`config.mk`:
```
export PLATFORM = sky130hd
export DESIGN_NAME = mips_boot_loader
export DESIGN_NICKNAME = d
export VERILOG_FILES = /design/src/rtl/mips_pkg.sv /design/src/rtl/mips_dump_rd.sv /design/src/rtl/mips_boot_loader.sv
export SDC_FILE = /design/constraint.sdc
export NUM_CORES = 1
export LEC_CHECK = 0
export ABC_AREA = 1
export ABC_CLOCK_PERIOD_IN_PS = 3750
export CAP_MARGIN = 20
export CORE_MARGIN = 3
export CORE_UTILIZATION = 45
export CTS_CLUSTER_DIAMETER = 60
export DETAILED_ROUTE_END_ITERATION = 8
export GPL_TIMING_DRIVEN = 0
export PLACE_DENSITY = 0.89
export SYNTH_ARGS = -nofsm -noshare
export SYNTH_HDL_FRONTEND = slang
export SYNTH_SLANG_ARGS = --single-unit
```
`constraint.sdc`:
```
create_clock -name clk -period 3.75 [get_ports clk]
set_input_delay 0.375 -clock clk [delete_from_list [all_inputs] [get_ports clk]]
set_output_delay 0.375 -clock clk [all_outputs]
set_load 0.01 [all_outputs]
```
`src/rtl/mips_pkg.sv`:
```
`default_nettype none
// ============================================================================
// Module   : mips_pkg
// Brief    : Shared types and constants for the mips core and its boot loader.
// Revision : 1.0 - initial release
// ============================================================================
package mips_pkg;

    localparam int         c_addr_w = 10;
    localparam int         c_data_w = 32;
    localparam logic [5:0] c_hlt_op = 6'h3f;

    typedef enum logic [2:0] {
        IDLE  = 3'd0,
        LOAD  = 3'd1,
        START = 3'd2,
        RUN   = 3'd3,
        DUMP  = 3'd4,
        DONE  = 3'd5
    } state_t;

endpackage
`default_nettype wire

```
`src/rtl/mips_dump_rd.sv`:
```
`default_nettype none
// ============================================================================
// Module   : mips_dump_rd
// Brief    : Dump-window read issue and single output register for the loader.
// Revision : 1.0 - initial release
// ============================================================================
module mips_dump_rd
    import mips_pkg::*;
#(
    parameter int ADDR_W = c_addr_w,
    parameter int DATA_W = c_data_w
) (
    input  logic              clk,
    input  logic              rst_n,
    input  logic              i_en,
    input  logic              i_init,
    input  logic [ADDR_W-1:0] i_base,
    input  logic [7:0]        i_len,
    output logic              o_rd_re,
    output logic [ADDR_W-1:0] o_rd_addr,
    input  logic [DATA_W-1:0] i_rd_data,
    output logic              o_m_valid,
    input  logic              i_m_ready,
    output logic [DATA_W-1:0] o_m_data,
    output logic              o_m_last,
    output logic              o_last_done
);

    logic [ADDR_W-1:0] r_base;
    logic [7:0]        r_len;
    logic [7:0]        r_cnt;
    logic              r_inflight;
    logic              r_last_pend;
    logic              r_valid;
    logic [DATA_W-1:0] r_data;
    logic              r_last;

    logic w_issue;
    logic w_hs;

    // A read may only be issued when its result has somewhere to land next cycle.
    assign w_issue     = i_en && !r_inflight && (r_cnt < r_len) && (!r_valid || i_m_ready);
    assign w_hs        = r_valid && i_m_ready;
    assign o_rd_re     = w_issue;
    assign o_rd_addr   = r_base + ADDR_W'(r_cnt);
    assign o_m_valid   = r_valid;
    assign o_m_data    = r_data;
    assign o_m_last    = r_last;
    assign o_last_done = w_hs && r_last;

    always_ff @(posedge clk or negedge rst_n) begin
        if (!rst_n) begin
            r_base      <= '0;
            r_len       <= '0;
            r_cnt       <= '0;
            r_inflight  <= 1'b0;
            r_last_pend <= 1'b0;
            r_valid     <= 1'b0;
            r_data      <= '0;
            r_last      <= 1'b0;
        end else if (i_init) begin
            r_base      <= i_base;
            r_len       <= i_len;
            r_cnt       <= '0;
            r_inflight  <= 1'b0;
            r_last_pend <= 1'b0;
            r_valid     <= 1'b0;
            r_last      <= 1'b0;
        end else begin
            r_inflight <= w_issue;
            if (w_issue) begin
                r_cnt       <= r_cnt + 8'd1;
                r_last_pend <= (r_cnt == r_len - 8'd1);
            end
            // Capture never coincides with a pending beat: issue required an empty slot.
            if (r_inflight) begin
                r_valid <= 1'b1;
                r_data  <= i_rd_data;
                r_last  <= r_last_pend;
            end else if (w_hs) begin
                r_valid <= 1'b0;
                r_last  <= 1'b0;
            end
        end
    end

endmodule
`default_nettype wire

```
`src/rtl/mips_boot_loader.sv`:
```
`default_nettype none
// ============================================================================
// Module   : mips_boot_loader
// Brief    : Streams an image into core memory, starts the core, dumps results.
// Revision : 1.0 - initial release
// ============================================================================
module mips_boot_loader
    import mips_pkg::*;
#(
    parameter int ADDR_W = c_addr_w,
    parameter int DATA_W = c_data_w
) (
    input  logic              clk,
    input  logic              rst_n,
    input  logic              s_valid,
    output logic              s_ready,
    input  logic [DATA_W-1:0] s_data,
    input  logic              s_last,
    output logic              mem_we,
    output logic              mem_re,
    output logic [ADDR_W-1:0] mem_addr,
    output logic [DATA_W-1:0] mem_wdata,
    input  logic [DATA_W-1:0] mem_rdata,
    output logic              core_start,
    input  logic              core_halted,
    input  logic [ADDR_W-1:0] dump_base,
    input  logic [7:0]        dump_len,
    output logic              m_valid,
    input  logic              m_ready,
    output logic [DATA_W-1:0] m_data,
    output logic              m_last,
    output logic              busy,
    output logic              done,
    output logic              err
);

    state_t            r_state;
    state_t            w_state_nxt;
    logic [ADDR_W-1:0] r_wr_cnt;
    logic              r_err;

    logic              w_load_hs;
    logic              w_wr_full;
    logic              w_dump_init;
    logic              w_rd_re;
    logic [ADDR_W-1:0] w_rd_addr;
    logic              w_last_done;

    assign w_load_hs = (r_state == LOAD) && s_valid;
    assign w_wr_full = &r_wr_cnt;

    always_ff @(posedge clk or negedge rst_n) begin
        if (!rst_n) begin
            r_state  <= IDLE;
            r_wr_cnt <= '0;
            r_err    <= 1'b0;
        end else begin
            r_state <= w_state_nxt;
            // The write counter saturates so address 0 is never overwritten.
            if (w_load_hs && !s_last) begin
                if (w_wr_full) begin
                    r_err <= 1'b1;
                end else begin
                    r_wr_cnt <= r_wr_cnt + 1'b1;
                end
            end
        end
    end

    always_comb begin
        w_state_nxt = r_state;
        s_ready     = 1'b0;
        core_start  = 1'b0;
        w_dump_init = 1'b0;
        case (r_state)
            IDLE: begin
                w_state_nxt = LOAD;
            end
            LOAD: begin
                s_ready = 1'b1;
                if (s_valid && (s_last || w_wr_full)) begin
                    w_state_nxt = START;
                end
            end
            START: begin
                core_start  = 1'b1;
                w_state_nxt = RUN;
            end
            RUN: begin
                if (core_halted) begin
                    w_dump_init = 1'b1;
                    w_state_nxt = (dump_len == 8'd0) ? DONE : DUMP;
                end
            end
            DUMP: begin
                if (w_last_done) begin
                    w_state_nxt = DONE;
                end
            end
            DONE: begin
                w_state_nxt = DONE;
            end
            default: begin
                w_state_nxt = IDLE;
            end
        endcase
    end

    mips_dump_rd #(
        .ADDR_W (ADDR_W),
        .DATA_W (DATA_W)
    ) u_dump_rd (
        .clk         (clk),
        .rst_n       (rst_n),
        .i_en        (r_state == DUMP),
        .i_init      (w_dump_init),
        .i_base      (dump_base),
        .i_len       (dump_len),
        .o_rd_re     (w_rd_re),
        .o_rd_addr   (w_rd_addr),
        .i_rd_data   (mem_rdata),
        .o_m_valid   (m_valid),
        .i_m_ready   (m_ready),
        .o_m_data    (m_data),
        .o_m_last    (m_last),
        .o_last_done (w_last_done)
    );

    assign mem_we    = w_load_hs;
    assign mem_wdata = w_load_hs ? s_data : '0;
    assign mem_re    = w_rd_re;
    assign mem_addr  = (r_state == LOAD) ? r_wr_cnt : (w_rd_re ? w_rd_addr : '0);
    assign busy      = (r_state != IDLE) && (r_state != DONE);
    assign done      = (r_state == DONE);
    assign err       = r_err;

endmodule
`default_nettype wire

```
* Word level (Yosys, flattened, before mapping)
Index checks and enable logic that the tools add are counted.
Widths: inputs -> output; s select.
** Storage, ports and cells
- Bits in registers :: 76
- Input bits :: 88
- Output and inout bits :: 83
- Logic and storage cells :: 74
** Cells by class
- $add $sub $neg :: 4
- Order comparisons :: 1
- Equality and inequality tests :: 10
- Mux-type cells :: 22
- Bitwise logic cells :: 2
- Reductions and logical operators :: 24
** Operators by type and width (number)
- $mux 32 :: 1
- $mux 10 :: 2
- $pmux 3 s6 :: 1
- $mux 8 :: 2
- $mux 1 :: 13
- $reduce_and 11->1 :: 1
- $add 10x1->10 const B :: 1
- $add 10x8->10 :: 1
- $reduce_and 10->1 :: 1
- $logic_and 1x1->1 :: 9
- $mux 3 :: 3
- $add 8x1->8 const B :: 1
- $eq 8x8->1 :: 1
- $logic_not 8->1 :: 1
- $lt 8x8->1 :: 1
- $sub 8x1->8 const B :: 1
- $eq 3x2->1 const B :: 2
- $eq 3x3->1 const B :: 2
- $reduce_bool 3->1 :: 2
- $ne 2x2->1 const B :: 2
- $reduce_and 2->1 :: 2
- $eq 3x1->1 const B :: 1
- $logic_not 1->1 :: 3
- $logic_not 3->1 :: 1
- 6 further kinds :: 8

* Depth between registers and ports, before layout
- Word-level depth :: 6
- Gate-level depth with buffers :: 12
- Gate-level depth less buffers :: 11

* Cells and area by module
A second synthesis with hierarchy kept.
** Unflattened totals
- Cells, all modules :: 585
- Area, all modules :: 4730.8 um2
** By module, submodules not included
- mips_dump_rd :: times used 1, cells an instance 359, area each 3429.5 um2, sequential area each 1551.5 um2
- mips_boot_loader :: times used 1, cells an instance 226, area each 1301.2 um2, sequential area each 350.3 um2

* Worst setup path before layout
Ideal clock, no wire load.
- Path kind :: reg2out
- From :: register u_dump_rd.r_cnt[0]
- To :: output port mem_addr[8]
- Data arrival time :: 1.637 ns
- Required time :: 3.375 ns
- Slack :: 1.738 ns
- Cell stages (with the launch flop) :: 11
- Path buffers :: 0
- Cell sequence :: dfrtp_1 ha_1 inv_1 fa_1 inv_1 nand3_1 nand2_1 nand2_1 nand2_1 nor2_1 o21ai_0
** Between the ends
- Word-level cells in the longest chain between the ends :: 5
- Elaborated cells between the ends (all ways) :: 6
- Those cells by class :: 1 x add/sub; 1 x order compare; 2 x mux; 2 x reduce/logical
** Ends and longest elaborated chain
- start, declared :: line mips_dump_rd.sv:31 : logic [7:0] r_cnt;
- start signal, assigned :: line mips_dump_rd.sv:72 : r_cnt <= r_cnt + 8'd1;
- $lt 8x8->1 :: line mips_dump_rd.sv:42 : assign w_issue = i_en && !r_inflight && (r_cnt < r_len) && (!r_valid || i_m_ready);
- $logic_and 1x1->1 (2 in series) :: line mips_dump_rd.sv:42
- $mux 10 (*) (2 in series) :: line mips_boot_loader.sv:132 : assign mem_addr = (r_state == LOAD) ? r_wr_cnt : (w_rd_re ? w_rd_addr : '0);
- end, declared :: line mips_boot_loader.sv:21 : output logic [ADDR_W-1:0] mem_addr,
Mark *: on every way between the ends. The rest lies on a longest branch, timed or not.

* Worst setup path in the final report
- From :: register u_dump_rd.r_cnt[7]
- To :: output port mem_addr[2]
** Between the ends
- Word-level cells in the longest chain between the ends :: 5
** Ends and longest elaborated chain (line)
- $lt 8x8->1 :: mips_dump_rd.sv:42
- $logic_and 1x1->1 (2 in series) :: mips_dump_rd.sv:42
- $mux 10 (2 in series) :: mips_boot_loader.sv:132
No other way between the ends.

==> summary.txt <==
R2r startpoint - r_wr_cnt[0]
Initial antenna violation count - 0
Post-synth ARST share - 100%
Status - completed
Die width - 106 um
Pint - 2700 uW
Crit Path Class - flip-flop to primary output
Synth-to-layout area growth - 45.9%
Setup WS pre-CTS - 0.943 ns
Footprint of the multi-input gates - 0.00218 sq mm
Core area - 0.00950 sq mm
Flop pwr share - 31.9%
Finished Core Util - 69.6%
WL final - 12.8 mm
Max_cap viols - 0
FMAX - 316 MHz
Total number of vias - 4406
Top FF cell, synth - dfrtp_1
Worst EP arrival - 2.79 ns
DRT Pass-1 Iters - 7
Slew at the pin closest to its max-slew limit - 0.494 ns
Finished layout cell area - 0.00661 sq mm
RSZ-0062 raised after global routing - false
Worst Setup Slack, final - 0.589 ns
Crit path required time - 3.38 ns
Die height - 106 um
Gp weighted congestion - 0.893
Core Rows - 35
Clock-pin slew on the worst setup and hold paths - 0.09 ns
Post-synthesis cell type count - 32
Full die area - 0.0113 sq mm
Layout cell share with drive strength beyond 1 - 9.61%
Crit path max fanout - 10
Initial DRC Count - 309
Post-DRT Antenna Nets - 0
Setup violations, final - 0
Rel. slew slack - 67.1%
Depth of the most critical reg-to-reg path - 8
Clk pwr share - 12.9%
Fin cells - 878
Nets - 852
Worst clock skew - 0.0106 ns
CTS tree - built
WL/cell - 14.6 um
Fin crit period - 3.16 ns
P per Cell Area - 693 mW/mm^2
Filler Cell Count - 707
Net Sw Frac - 41.1%
Comb pwr share - 55.2%
Root buf cell - clkbuf_8
Worst setup EP type - primary output
H-tree levels - 3
Setup slack, reg-to-reg - 1.87 ns
Largest stage delay, worst path - 0.58 ns
Yosys top cell area share - 42.0%
Synth warn - 0
Register area share after synthesis - 42.0%
Worst R2R End - r_wr_cnt[1]
P_sw - 1880 uW
First-pass GRT wire length - 20.8 mm
CP Cell Sequence - ha_1, nand3_1, nand3_1, nor2_1, nand2_1, inv_1, buf_4, nand3_1, o21ai_0, clkdlybuf4s50_1
Clock sinks - 76
Ranking of synthesized cells by area - dfrtp_1 (42%), nand2_1 (9.8%), mux2_2 (9.2%)
Hold Fails Final Rpt - 0
Commonest cells post-synth - nand2_1 (118), inv_1 (90), dfrtp_1 (76)
I/O Buffers - 170
Io pins - 171
DP Area - 0.00642 sq mm
Diodes inserted - 0
Hold_ws - 0.424 ns
GR Overflow Total - 0
Mean post-synth cell area - 8.08 sq um
Clock latency on the worst-skew pair - 0.36 ns
Post-synthesis cell count - 561
Slew Viols, Final - 0
Num CTS Buffers - 9
Min-delay worst type - primary input to async pin
Setup bufs post-CTS - 0
CP Launch Type - flip-flop
Final period utilization - 84.3%
Leading area contributor after synthesis - dfrtp_1
Syn_nets - 669
Starting Density - 47.7%
Most frequent CP cell - nand3_1
Bufs on Longest Clock Path - 2
All-Layer GR Usage - 22.7%
Drt drc - 0
#FFs+latches synth - 76
Vias in the first global route - 4365
Most common cell in the netlist - nand2_1
Largest net degree at the start of global routing - 59
DP HPWL - 10.2 mm
Post-synth EDFFs - 0
Leak - 0.00317 uW
Worst path slowest cell - clkdlybuf4s50_1
Vias per inst - 5.02
Synthesized area - 0.00453 sq mm
Worst VDD drop - 0.390 mV
Cells after DPL - 861
Register area - 0.00190 sq mm
[placed cells by master, fill, tap and decap left out]
cell type	n
clkdlybuf4s50_1	169
nand2_1	118
inv_1	90
dfrtp_1	76
nor2_1	71
nand3_1	40
mux2_2	37
o21ai_0	23
ha_1	19
a21oi_1	16
nor3_1	10
nand4_1	10
xor2_1	10
clkbuf_8	9
clkbuf_1	6
buf_6	5
xnor2_1	5
inv_6	4
o22ai_1	3
mux2_1	3
clkinvlp_4	3
o21bai_1	2
buf_4	2
or2_2	2
buf_2	2
clkinv_2	2
inv_2	1
nor3_4	1
o21a_1	1
nand3b_1	1
nand2_4	1
nand2_2	1
nand3_4	1
a21o_1	1
o21ai_1	1
fa_1	1
dlygate4sd3_1	1
buf_16	1
[worst max-delay path: cells and delay by family (launching register included)]
kind | cells | cell delay [ns]
DFF | 1 | 0.49
buffers and inverters | 3 | 0.97
adders and majority gates | 1 | 0.38
AOI/OAI and AO/OA | 1 | 0.12
and+or+nand+nor | 5 | 0.47
[cell families after synthesis]
group           after synthesis  share of synthesized area, %
simple gates                256                          24.1
buf+inv                     107                          9.88
flops                        76                          42.0
compound gates               47                          5.49
mux                          40                          9.94
fa+ha+maj                    20                          5.69
xor+xnor                     15                          2.90
[layout make-up]
cell class | count | share of cell area, %
Buffer | 14 | 1.46
Sequential cell | 76 | 28.8
Inverter | 93 | 5.32
Tap cell | 129 | 2.44
Timing Repair Buffer | 172 | 26.3
Clock buffer | 9 | 1.87
Multi-Input combinational cell | 378 | 33.0
Clock inverter | 7 | 0.871
[repair_timing]
action,CTS,global route
hold endpoints to repair,18,0
setup endpoints to repair,0,0
resized for setup,0,0
hold buffers,1,0
[metal layers]
| layer | global-route usage [%] | wire length (um) |
|---|---|---|
| met5 | 0 | 0 |
| met4 | 6.20 | 233 |
| met3 | 4.98 | 887 |
| met2 | 40.1 | 6550 |
| met1 | 28.0 | 5160 |
[power by group through the flow]
| stage | logic, uW | registers [uW] | clock network (uW) |
|---|---|---|---|
| floorplan | 1390 | 1490 | 0 |
| CTS | 2540 | 1460 | 604 |
| finish | 2530 | 1460 | 592 |
| detailed placement | 2520 | 1470 | 0 |
| global placement | 2430 | 1440 | 0 |
| global route | 2780 | 1510 | 636 |
[flip-flops by register name, indices dropped and copies added, names as in the netlist]
| register | count |
|---|---|
| u_dump_rd.r_len | 8 |
| r_wr_cnt | 10 |
| err | 1 |
| u_dump_rd.o_m_data | 32 |
| u_dump_rd.o_m_last | 1 |
| u_dump_rd.o_m_valid | 1 |
| u_dump_rd.r_inflight | 1 |
| u_dump_rd.r_cnt | 8 |
| u_dump_rd.r_last_pend | 1 |
| u_dump_rd.r_base | 10 |
| r_state | 3 |
[how the worst max path moves through the flow]
stage / startpoint / endpoint / slack (ns) / depth (start not counted)
after floorplan: u_dump_rd.r_cnt[0] / mem_addr[8] / 1.74 / 10
after global placement: rst_n / u_dump_rd.o_m_data[8] / -0.25 / 1
after detailed placement: m_ready / mem_addr[2] / 0.94 / 11
after CTS: u_dump_rd.r_cnt[6] / mem_addr[2] / 0.60 / 10
after global routing: u_dump_rd.r_cnt[7] / mem_addr[2] / 0.38 / 10
final: u_dump_rd.r_cnt[7] / mem_addr[2] / 0.59 / 10
[metrics by stage]
step | power [uW] | setup TNS (ns)
2_1_floorplan | 2880 | 0
3_3_place_gp | 3870 | -18.89
3_5_place_dp | 3990 | 0
4_1_cts | 4600 | 0
5_1_grt | 4930 | 0
6_report | 4580 | 0
No activity file was read; power rests on OpenSTA's default activity.
